File: src/rtl/i2c_disp_pkg.sv
// Shared types and constants for the EEPROM read-back display.
//   SEG_OFF      : all segments dark (active-low pattern)
//   SEG_DASH     : only segment g lit, shown on every digit while the history is empty
//   NUM_DIGITS   : digits on the multiplexed display
//   hist_entry_t : one captured read, {addr, data}
//   scan_state_e : display scan FSM states
//   next_digit() : scan order 5,4,...,0,5
package i2c_disp_pkg;

  localparam logic [7:0]  SEG_OFF    = 8'hFF;
  localparam logic [7:0]  SEG_DASH   = 8'hBF;
  localparam int unsigned NUM_DIGITS = 6;

  typedef struct packed {
    logic [15:0] addr;
    logic [7:0]  data;
  } hist_entry_t;

  typedef enum logic [0:0] {
    StIdle,
    StScan
  } scan_state_e;

  // Digit index steps down from the leftmost digit and wraps back to it.
  function automatic logic [2:0] next_digit(input logic [2:0] digit);
    return (digit == 3'd0) ? 3'(NUM_DIGITS - 1) : digit - 3'd1;
  endfunction

endpackage

File: src/rtl/seg7_hex_dec.sv
// Combinational hex nibble to 7-segment decoder for a common-anode display.
// Ports:
//   nibble : 4-bit hex value
//   seg_n  : segments {g,f,e,d,c,b,a}, active-low
module seg7_hex_dec (
  input  logic [3:0] nibble,
  output logic [6:0] seg_n
);

  always_comb begin
    seg_n = 7'h7F;
    unique case (nibble)
      4'h0: seg_n = 7'h40;
      4'h1: seg_n = 7'h79;
      4'h2: seg_n = 7'h24;
      4'h3: seg_n = 7'h30;
      4'h4: seg_n = 7'h19;
      4'h5: seg_n = 7'h12;
      4'h6: seg_n = 7'h02;
      4'h7: seg_n = 7'h78;
      4'h8: seg_n = 7'h00;
      4'h9: seg_n = 7'h10;
      4'hA: seg_n = 7'h08;
      4'hB: seg_n = 7'h03;
      4'hC: seg_n = 7'h46;
      4'hD: seg_n = 7'h21;
      4'hE: seg_n = 7'h06;
      4'hF: seg_n = 7'h0E;
      default: seg_n = 7'h7F;
    endcase
  end

endmodule

File: src/rtl/i2c_rd_seg_disp.sv
// EEPROM read-back display. Every byte returned by the I2C controller is stored with
// its word address in a 4-entry history. One entry is shown as AAAA.DD (hex) on a
// 6-digit multiplexed 7-segment display; view_step walks back through older entries.
//
// Ports:
//   clk       : system clock
//   rst       : asynchronous, active-high reset
//   rd_valid  : one-cycle strobe, rd_data/byte_addr valid
//   rd_data   : byte read from the EEPROM
//   byte_addr : address of that byte
//   view_step : one-cycle debounced key pulse, show the next-older entry
//   seg       : segments {dp,g,f,e,d,c,b,a}, active-low, registered
//   sel       : digit enables, active-low, sel[5] = leftmost digit, registered
//
// Build option:
//   LEAD_ZERO_BLANK_EN : blank leading zero nibbles of the address on digits 5..3.
module i2c_rd_seg_disp
  import i2c_disp_pkg::*;
#(
  parameter logic [15:0] CNT_SCAN_MAX = 16'd49_999,
  parameter logic [2:0]  HIST_DEPTH   = 3'd4
) (
  input  logic        clk,
  input  logic        rst,
  input  logic        rd_valid,
  input  logic [7:0]  rd_data,
  input  logic [15:0] byte_addr,
  input  logic        view_step,
  output logic [7:0]  seg,
  output logic [5:0]  sel
);

  // ---------------------------------------------------------------------------
  // History buffer
  // ---------------------------------------------------------------------------
  hist_entry_t hist_q [4];
  logic [1:0]  wr_ptr_q;
  logic [2:0]  count_q;
  logic [1:0]  view_q;

  // A capture takes priority over a simultaneous step and always snaps back
  // to the newest entry.
  always_ff @(posedge clk or posedge rst) begin
    if (rst) begin
      for (int i = 0; i < 4; i++) begin
        hist_q[i] <= '0;
      end
      wr_ptr_q <= 2'd0;
      count_q  <= 3'd0;
      view_q   <= 2'd0;
    end else if (rd_valid) begin
      hist_q[wr_ptr_q] <= '{addr: byte_addr, data: rd_data};
      wr_ptr_q         <= wr_ptr_q + 2'd1;
      if (count_q != HIST_DEPTH) begin
        count_q <= count_q + 3'd1;
      end
      view_q <= 2'd0;
    end else if (view_step && (count_q != 3'd0)) begin
      view_q <= (view_q == 2'(count_q - 3'd1)) ? 2'd0 : view_q + 2'd1;
    end
  end

  // Newest entry sits just behind wr_ptr; view counts backwards from it (mod 4).
  logic [1:0]  rd_idx;
  hist_entry_t shown;

  assign rd_idx = wr_ptr_q - 2'd1 - view_q;
  assign shown  = hist_q[rd_idx];

  // ---------------------------------------------------------------------------
  // Digit content
  // ---------------------------------------------------------------------------
  logic [2:0] digit_q;
  logic [3:0] nibble;
  logic [6:0] hex_seg_n;
  logic [7:0] seg_next;

  always_comb begin
    nibble = 4'h0;
    case (digit_q)
      3'd5:    nibble = shown.addr[15:12];
      3'd4:    nibble = shown.addr[11:8];
      3'd3:    nibble = shown.addr[7:4];
      3'd2:    nibble = shown.addr[3:0];
      3'd1:    nibble = shown.data[7:4];
      3'd0:    nibble = shown.data[3:0];
      default: nibble = 4'h0;
    endcase
  end

  seg7_hex_dec u_hex_dec (
    .nibble (nibble),
    .seg_n  (hex_seg_n)
  );

`ifdef LEAD_ZERO_BLANK_EN
  // Each address digit is blank only if it and every digit to its left are zero.
  logic zero5, zero4, zero3;
  logic blank;

  assign zero5 = (shown.addr[15:12] == 4'h0);
  assign zero4 = zero5 && (shown.addr[11:8] == 4'h0);
  assign zero3 = zero4 && (shown.addr[7:4] == 4'h0);

  always_comb begin
    blank = 1'b0;
    case (digit_q)
      3'd5:    blank = zero5;
      3'd4:    blank = zero4;
      3'd3:    blank = zero3;
      default: blank = 1'b0;
    endcase
  end
`endif

  // The decimal point separates address from data, so it sits on digit 2.
  always_comb begin
    seg_next = {(digit_q != 3'd2), hex_seg_n};
    if (count_q == 3'd0) begin
      seg_next = SEG_DASH;
    end
`ifdef LEAD_ZERO_BLANK_EN
    else if (blank) begin
      seg_next = SEG_OFF;
    end
`endif
  end

  // ---------------------------------------------------------------------------
  // Scan FSM and output registers
  // ---------------------------------------------------------------------------
  scan_state_e state_q;
  logic [15:0] cnt_q;
  logic        load_q;

  // load_q marks the cycle after a digit change: outputs are refreshed only then,
  // so a slot never changes content part-way through.
  always_ff @(posedge clk or posedge rst) begin
    if (rst) begin
      state_q <= StIdle;
      cnt_q   <= 16'd0;
      digit_q <= 3'd0;
      load_q  <= 1'b0;
      seg     <= SEG_OFF;
      sel     <= 6'h3F;
    end else begin
      case (state_q)
        StIdle: begin
          state_q <= StScan;
          cnt_q   <= 16'd0;
          load_q  <= 1'b0;
        end
        StScan: begin
          if (cnt_q == CNT_SCAN_MAX) begin
            cnt_q   <= 16'd0;
            digit_q <= next_digit(digit_q);
            load_q  <= 1'b1;
          end else begin
            cnt_q  <= cnt_q + 16'd1;
            load_q <= 1'b0;
          end
        end
        default: begin
          state_q <= StIdle;
          load_q  <= 1'b0;
        end
      endcase

      if (load_q) begin
        seg <= seg_next;
        sel <= ~(6'b00_0001 << digit_q);
      end
    end
  end

endmodule

File: config.mk
export PLATFORM = sky130hd
export DESIGN_NAME = i2c_rd_seg_disp
export DESIGN_NICKNAME = d
export VERILOG_FILES = /design/src/rtl/i2c_disp_pkg.sv /design/src/rtl/seg7_hex_dec.sv /design/src/rtl/i2c_rd_seg_disp.sv
export SDC_FILE = /design/constraint.sdc
export NUM_CORES = 1
export LEC_CHECK = 0
export CAP_MARGIN = 20
export CORE_MARGIN = 4
export CORE_UTILIZATION = 54
export DETAILED_ROUTE_END_ITERATION = 8
export PLACE_DENSITY_LB_ADDON = 0.25
export SYNTH_ARGS = -nofsm -noshare
export SYNTH_HDL_FRONTEND = slang
export SYNTH_SLANG_ARGS = --single-unit
File: constraint.sdc
create_clock -name clk -period 5.8 [get_ports clk]
set_clock_uncertainty 0.05 [all_clocks]
set_input_delay 1.16 -clock clk [delete_from_list [all_inputs] [get_ports clk]]
set_output_delay 1.16 -clock clk [all_outputs]
set_load 0.005 [all_outputs]
==> flow_summary.json, run 1 <==
{
  "run_status": "finished, final reports clean",
  "fin_util_pct": 64.75,
  "start_util_pct": 55.42,
  "synth_flop_cell": "dfrtp_1",
  "fin_setup_tns_ns": 0,
  "fin_worst_hold_slack_ns": 0.4263,
  "min-delay-path-class": "reg -> reg",
  "yosysUniqueCellTypes": 66,
  "sw_frac_of_total_pct": 34.98,
  "synth_seq_cells": 138,
  "final_common_cell": "dfrtp_1",
  "required_ns": 6.11,
  "final_layout_size_suffix_gt1_share_pct": 26.78,
  "routabilityCongestion": 0.8326,
  "drv_cap": 0,
  "synthesis.nets": 594,
  "tightestPinTransition_ns": 0.8398,
  "drc": 0,
  "fp.dieH_um": 119.5,
  "r2r-end": "seg[3]",
  "die-area_mm2": 0.01428,
  "grt_first_pass_wirelength_mm": 24.12,
  "peakVddDrop_mv": 0.2708,
  "finalCritPeriodShare_pct": 63.01,
  "synth_edf_count": 0,
  "cp_max_fo": 21,
  "finalNetCount": 634,
  "post_cts_buffers": 0,
  "setup_viol": 0,
  "critPathBufInv": 0,
  "r2r_slack_ns": 2.15,
  "clk_latency_ns": 0.42,
  "criticalPathCategory": "reg -> reg",
  "critPathLaunchType": "flop",
  "place_area_mm2": 0.007254,
  "wl_met3_um": 736,
  "seqPwrFrac_pct": 34.9,
  "synth_area_leader_cell": "dfrtp_1",
  "synth_area_leaders": "dfrtp_1 46%, mux2_2 17%, dfstp_2 5.5%",
  "wl_met2_mm": 7.389,
  "insertedDiodeCount": 0,
  "clock.fmax_ghz": 0.2736,
  "path_clk_slew_ns": 0.06,
  "cts.path.max_buffers": 2,
  "syn_inst": 552,
  "synth.top_cell.area_share_pct": 46.23,
  "cts-resized-gates": 0,
  "p_int_mw": 2.884,
  "slew_headroom_pct": 43.90,
  "ys_async_sr_fraction_pct": 100.0,
  "grtUsageTotal_pct": 21.76,
  "cts_sinks": 138,
  "drt_wl_total_mm": 14.91,
  "r2r_cells": 7,
  "grt_overflow": 0,
  "leakage_nw": 3.303,
  "path_delay_family": "simple AND/OR/NAND/NOR gates",
  "hold_end": "cnt_q[0]",
  "grt_max_degree": 68,
  "ctsHoldBuffers": 0,
  "powerDensity_mw_per_mm2": 565.5,
  "hpwl_mm": 9.805,
  "cts_buffers": 17,
  "cts_tree": "yes",
  "cp-startpoint": "digit_q[1]",
  "combPwrFrac_pct": 40.8,
  "ys_seq_area_share_pct": 51.71,
  "cp.arrival_ns": 3.96,
  "final_cell_area_mm2": 0.007843,
  "area_delta_synth_final_pct": 16.83,
  "clock_power_share_pct": 24.3,
  "mostFrequentLayoutCells": "124 x dfrtp_1, 103 x mux2_2, 41 x clkdlybuf4s50_1",
  "vias": 4534,
  "die_w_um": 119.5,
  "antenna_found_initial": 0,
  "grt_pass1_vias": 4696,
  "p_switching_mw": 1.551,
  "design.core.area_mm2": 0.01211,
  "drv_slew": 0,
  "rsz0062_at_grt": "no",
  "end_kind": "flop",
  "min_from": "cnt_q[0]",
  "power.total_mw": 4.435,
  "slowest_stage": "dfrtp_1",
  "finalHoldViolations": 0,
  "io_buffers": 41,
  "r2r_start": "digit_q[1]",
  "drt-wirelength-per-cell_um": 19.29,
  "antenna_left": 0,
  "ios": 42,
  "cp_cell_sequence": "nor2b_1 -> a22oi_1 -> a2111o_1 -> nand3_1 -> mux2i_1 -> a31oi_1 -> o31a_1",
  "holdPathStages": 1,
  "drt-met1-wl_mm": 6.457,
  "routed.top_layer": "met4",
  "dr.pass1.iters": 5,
  "viasPerCell": 5.865,
  "slowest_delay_ns": 0.88,
  "drtIter0Drc": 463,
  "netlist_area_mm2": 0.006713,
  "fin_crit_ns": 3.654,
  "yosysWarnings": 0,
  "cts_root_buffer": "clkbuf_16",
  "syn_avg_cell_area_um2": 12.16,
  "cts-htree-levels": 4,
  "rows": 40
}
logic make-up (layout without fill, tap and decap cells):
family,count (synthesis),count (layout),share of synthesized area [%]
AO/OA/AOI/OAI,81,81,8.798
XOR/XNOR,22,22,3.094
adder cells (fa/ha/maj),14,14,2.610
buffers and inverters,43,96,2.945
flip-flops,138,138,51.71
multiplexers,131,131,21.83
other,1,1,0.05586
AND/OR/NAND/NOR,122,122,8.966
per-stage QoR:
step           cells  setup WS, ns
4_1_cts          773         2.247
6_report         773         2.146
2_1_floorplan    552        0.9170
5_1_grt          773         1.994
3_3_place_gp     741         2.411
3_5_place_dp     741         2.306
worst max-delay path by stage:
stage,endpoint,slack [ns],depth (start not counted)
2_1_floorplan,cnt_q[0],0.92,1
4_1_cts,seg[0],2.25,11
3_5_place_dp,seg[0],2.31,12
6_report,seg[3],2.15,7
5_1_grt,seg[0],1.99,12
3_3_place_gp,seg[0],2.41,11
cell usage after synthesis (10+ instances only):
library cell,number
mux2_2,103
dfrtp_1,124
a21oi_1,14
dfstp_2,14
ha_1,14
xnor2_1,11
inv_1,12
clkbuf_1,10
mux2i_1,26
nor2_1,34
xor2_1,10
nand2_1,32
nand3_1,12
a31oi_1,10
flip-flops by register name, indices dropped and copies added, names as in the netlist, 2 cells and up:
register and count:
count_q 3, digit_q 3, seg 8, wr_ptr_q 2
sel 6, hist_q 96, view_q 2, cnt_q 16
layer usage:
metal	vias up	GRT usage, %
met3	24	4.854
met5	-	0
met1	2304	27.54
met2	117	36.83
li1	2089	-
met4	0	7.946
worst register-to-register path: cells and delay by family (launching register included):
family | cells | cell delay [ns]
muxes | 1 | 0.21
DFF | 1 | 0.88
AOI/OAI and AO/OA | 4 | 1.14
and+or+nand+nor | 2 | 1.32
cell type report:
| type | instances | area, um^2 |
|---|---|---|
| fill | 925 | 4269 |
| sequential | 138 | 3471 |
| multi-input combinational | 371 | 3044 |
| timing repair buffer | 49 | 470.5 |
| clock buffer | 23 | 467.9 |
| tap | 168 | 210.2 |
| clock inverter | 9 | 120.1 |
| inverter | 15 | 58.81 |
power groups by stage:
stage	clock network (mW)	registers (mW)	logic, mW
CTS	1.09	1.55	1.80
floorplan	0	1.48	1.48
global route	1.14	1.59	1.98
global placement	0	1.54	1.72
detailed placement	0	1.56	1.78
finish	1.08	1.55	1.81
Note: power is estimated with default switching activity, not from simulation.
==> run 2, diff against run 1 <==
clock period = 3.1 ns   (was 5.8 ns; I/O delays follow)
==> run 2 against run 1 <==
Sequential share of layout area decreased by 0.97 points. Sequential cell count is the same. Critical endpoint is now seg[0]. Maximum frequency increased by 23%. Worst hold slack lost 0.0089 ns. Global-route usage grew 0.16 points. Cell count rose by 3.0%. Clock power up 77%. Non-clock buffer count up 23. Combinational power rose by 100%. Critical path depth increased by 5.
==> flow_summary.json, run 2 (synthesized netlist as in run 1, its figures left out) <==
{
  "cts-htree-levels": 4,
  "grt_pass1_vias": 4865,
  "powerDensity_mw_per_mm2": 1058,
  "seqPwrFrac_pct": 34.1,
  "antenna_found_initial": 0,
  "dr.pass1.iters": 4,
  "path_delay_family": "compound AO/OA/AOI/OAI gates",
  "p_int_mw": 5.534,
  "io_buffers": 41,
  "clk_latency_ns": 0.42,
  "peakVddDrop_mv": 0.5520,
  "power.total_mw": 8.486,
  "r2r_start": "view_q[0]",
  "drtIter0Drc": 363,
  "setup_viol": 0,
  "cp_max_fo": 7,
  "cp.arrival_ns": 3.24,
  "vias": 4618,
  "drv_slew": 0,
  "critPathBufInv": 2,
  "r2r_slack_ns": 0.12,
  "cts_tree": "yes",
  "fp.dieH_um": 119.5,
  "r2r-end": "seg[0]",
  "largest_reg_flops": 96,
  "cp.depth": 12,
  "required_ns": 3.35,
  "layout.cells.non_filler": 796,
  "rows": 40,
  "finalHoldViolations": 0,
  "design.core.area_mm2": 0.01211,
  "cts_root_buffer": "clkbuf_16",
  "antenna_left": 0,
  "fin_crit_ns": 2.981,
  "register_area_mm2": 0.003471,
  "reg_top3": "hist_q: 96 flops, cnt_q: 16 flops, seg: 8 flops",
  "clock.fmax_ghz": 0.3355,
  "finalNetCount": 657,
  "slowest_stage": "o41ai_2",
  "tightestPinTransition_ns": 0.6756,
  "finalCritPeriodShare_pct": 96.15,
  "multi_input_area_mm2": 0.003049,
  "place_inst": 759,
  "area_delta_synth_final_pct": 19.46,
  "slowest_delay_ns": 0.41,
  "end_kind": "flop",
  "hpwl_mm": 10.04,
  "start_util_pct": 55.42,
  "fin_util_pct": 66.21,
  "sw_frac_of_total_pct": 34.79,
  "die_w_um": 119.5,
  "grt_first_pass_wirelength_mm": 24.53,
  "insertedDiodeCount": 0,
  "grtUsageTotal_pct": 21.91,
  "min-delay-path-class": "reg -> reg",
  "cp_cell_sequence": "inv_1 -> ha_1 -> xnor3_2 -> mux2i_1 -> nor2_1 -> o41ai_2 -> nand3_2 -> ha_1 -> inv_1 -> a21oi_1 -> a2111oi_2 -> a311oi_1",
  "pre_cts_ws_ns": 0.02857,
  "criticalPathCategory": "reg -> reg",
  "drc": 0,
  "setup_slack_ns": 0.1192,
  "r2r_cells": 12,
  "path_clk_slew_ns": 0.05,
  "p_switching_mw": 2.952,
  "drt-wirelength-per-cell_um": 18.53,
  "routabilityCongestion": 0.8557,
  "grt_max_degree": 55,
  "drt_wl_total_mm": 14.75,
  "final_common_cell": "dfrtp_1",
  "die-area_mm2": 0.01428,
  "final_layout_size_suffix_gt1_share_pct": 28.82,
  "min_from": "cnt_q[0]",
  "grt_overflow": 0,
  "cp-startpoint": "view_q[0]",
  "leakage_nw": 3.403,
  "slew_headroom_pct": 54.96,
  "viasPerCell": 5.802,
  "combPwrFrac_pct": 43.5,
  "cts.path.max_buffers": 2,
  "ios": 42,
  "cts_sinks": 138,
  "crit_path_end": "seg[0]",
  "fillCellCount": 936,
  "run_status": "finished, final reports clean",
  "mostFrequentLayoutCells": "124 x dfrtp_1, 103 x mux2_2, 41 x clkdlybuf4s50_1",
  "cts_buffers": 17,
  "drv_cap": 0,
  "clock_power_share_pct": 22.5,
  "critPathLaunchType": "flop",
  "top_register": "hist_q"
}
==> run 2: worst register-to-register path: stages, from the launching register on <==
cell and delay (ns):
dfrtp_1 0.40, inv_1 0.06, ha_1 0.21, xnor3_2 0.39, mux2i_1 0.24, nor2_1 0.08
o41ai_2 0.41, nand3_2 0.17, ha_1 0.23, inv_1 0.11, a21oi_1 0.07, a2111oi_2 0.36
a311oi_1 0.09
==> run 2: timing repair <==
action                                 CTS  global route
resized for setup                        0             4
setup buffers                            0             5
endpoints found under the hold margin    0             0
hold buffers                             0             0
setup endpoints to repair                0             6
==> run 2: worst min path at each step <==
stage               endpoint  slack (ns)  cells after the start
finish              cnt_q[0]        0.42                      1
global route        cnt_q[0]        0.44                      1
CTS                 cnt_q[0]        0.42                      1
detailed placement  cnt_q[0]        0.40                      1
global placement    cnt_q[0]        0.39                      1
floorplan           cnt_q[0]        0.38                      1
==> run 2: power by group through the flow <==
stage               clock network [mW]  logic (mW)  registers, mW
floorplan                            0        2.78           2.77
global placement                     0        3.26           2.88
detailed placement                   0        3.44           2.91
CTS                               1.94        3.47           2.89
global route                      2.04        3.97           2.98
finish                            1.91        3.69           2.89
==> run 2: metal layers <==
metal  global-route usage (%)  vias up  part of all wire [%]
met5                        0        -                     0
met4                    6.657        0                   1.6
met3                    6.409       21                   4.3
met2                    35.73      103                    50
met1                    28.52     2353                    44
li1                         -     2141                     -
==> run 2: metrics by stage <==
stage / cell area (um^2) / TNS, ns / hold WS, ns
after global routing: 8019 / -0.009995 / 0.4350
after detailed placement: 7416 / 0 / 0.4039
final: 8019 / 0 / 0.4175
after global placement: 7416 / 0 / 0.3928
after CTS: 7964 / 0 / 0.4170
after floorplan: 6716 / 0 / 0.3751
==> run 2: area by class of cell <==
cell class | instances | area share [%]
Clock inverter | 5 | 0.9362
Tap cell | 168 | 2.621
Clock buffer | 27 | 5.898
Inverter | 15 | 0.7489
Timing Repair Buffer | 72 | 8.488
Sequential cell | 138 | 43.28
Multi-Input combinational cell | 371 | 38.02
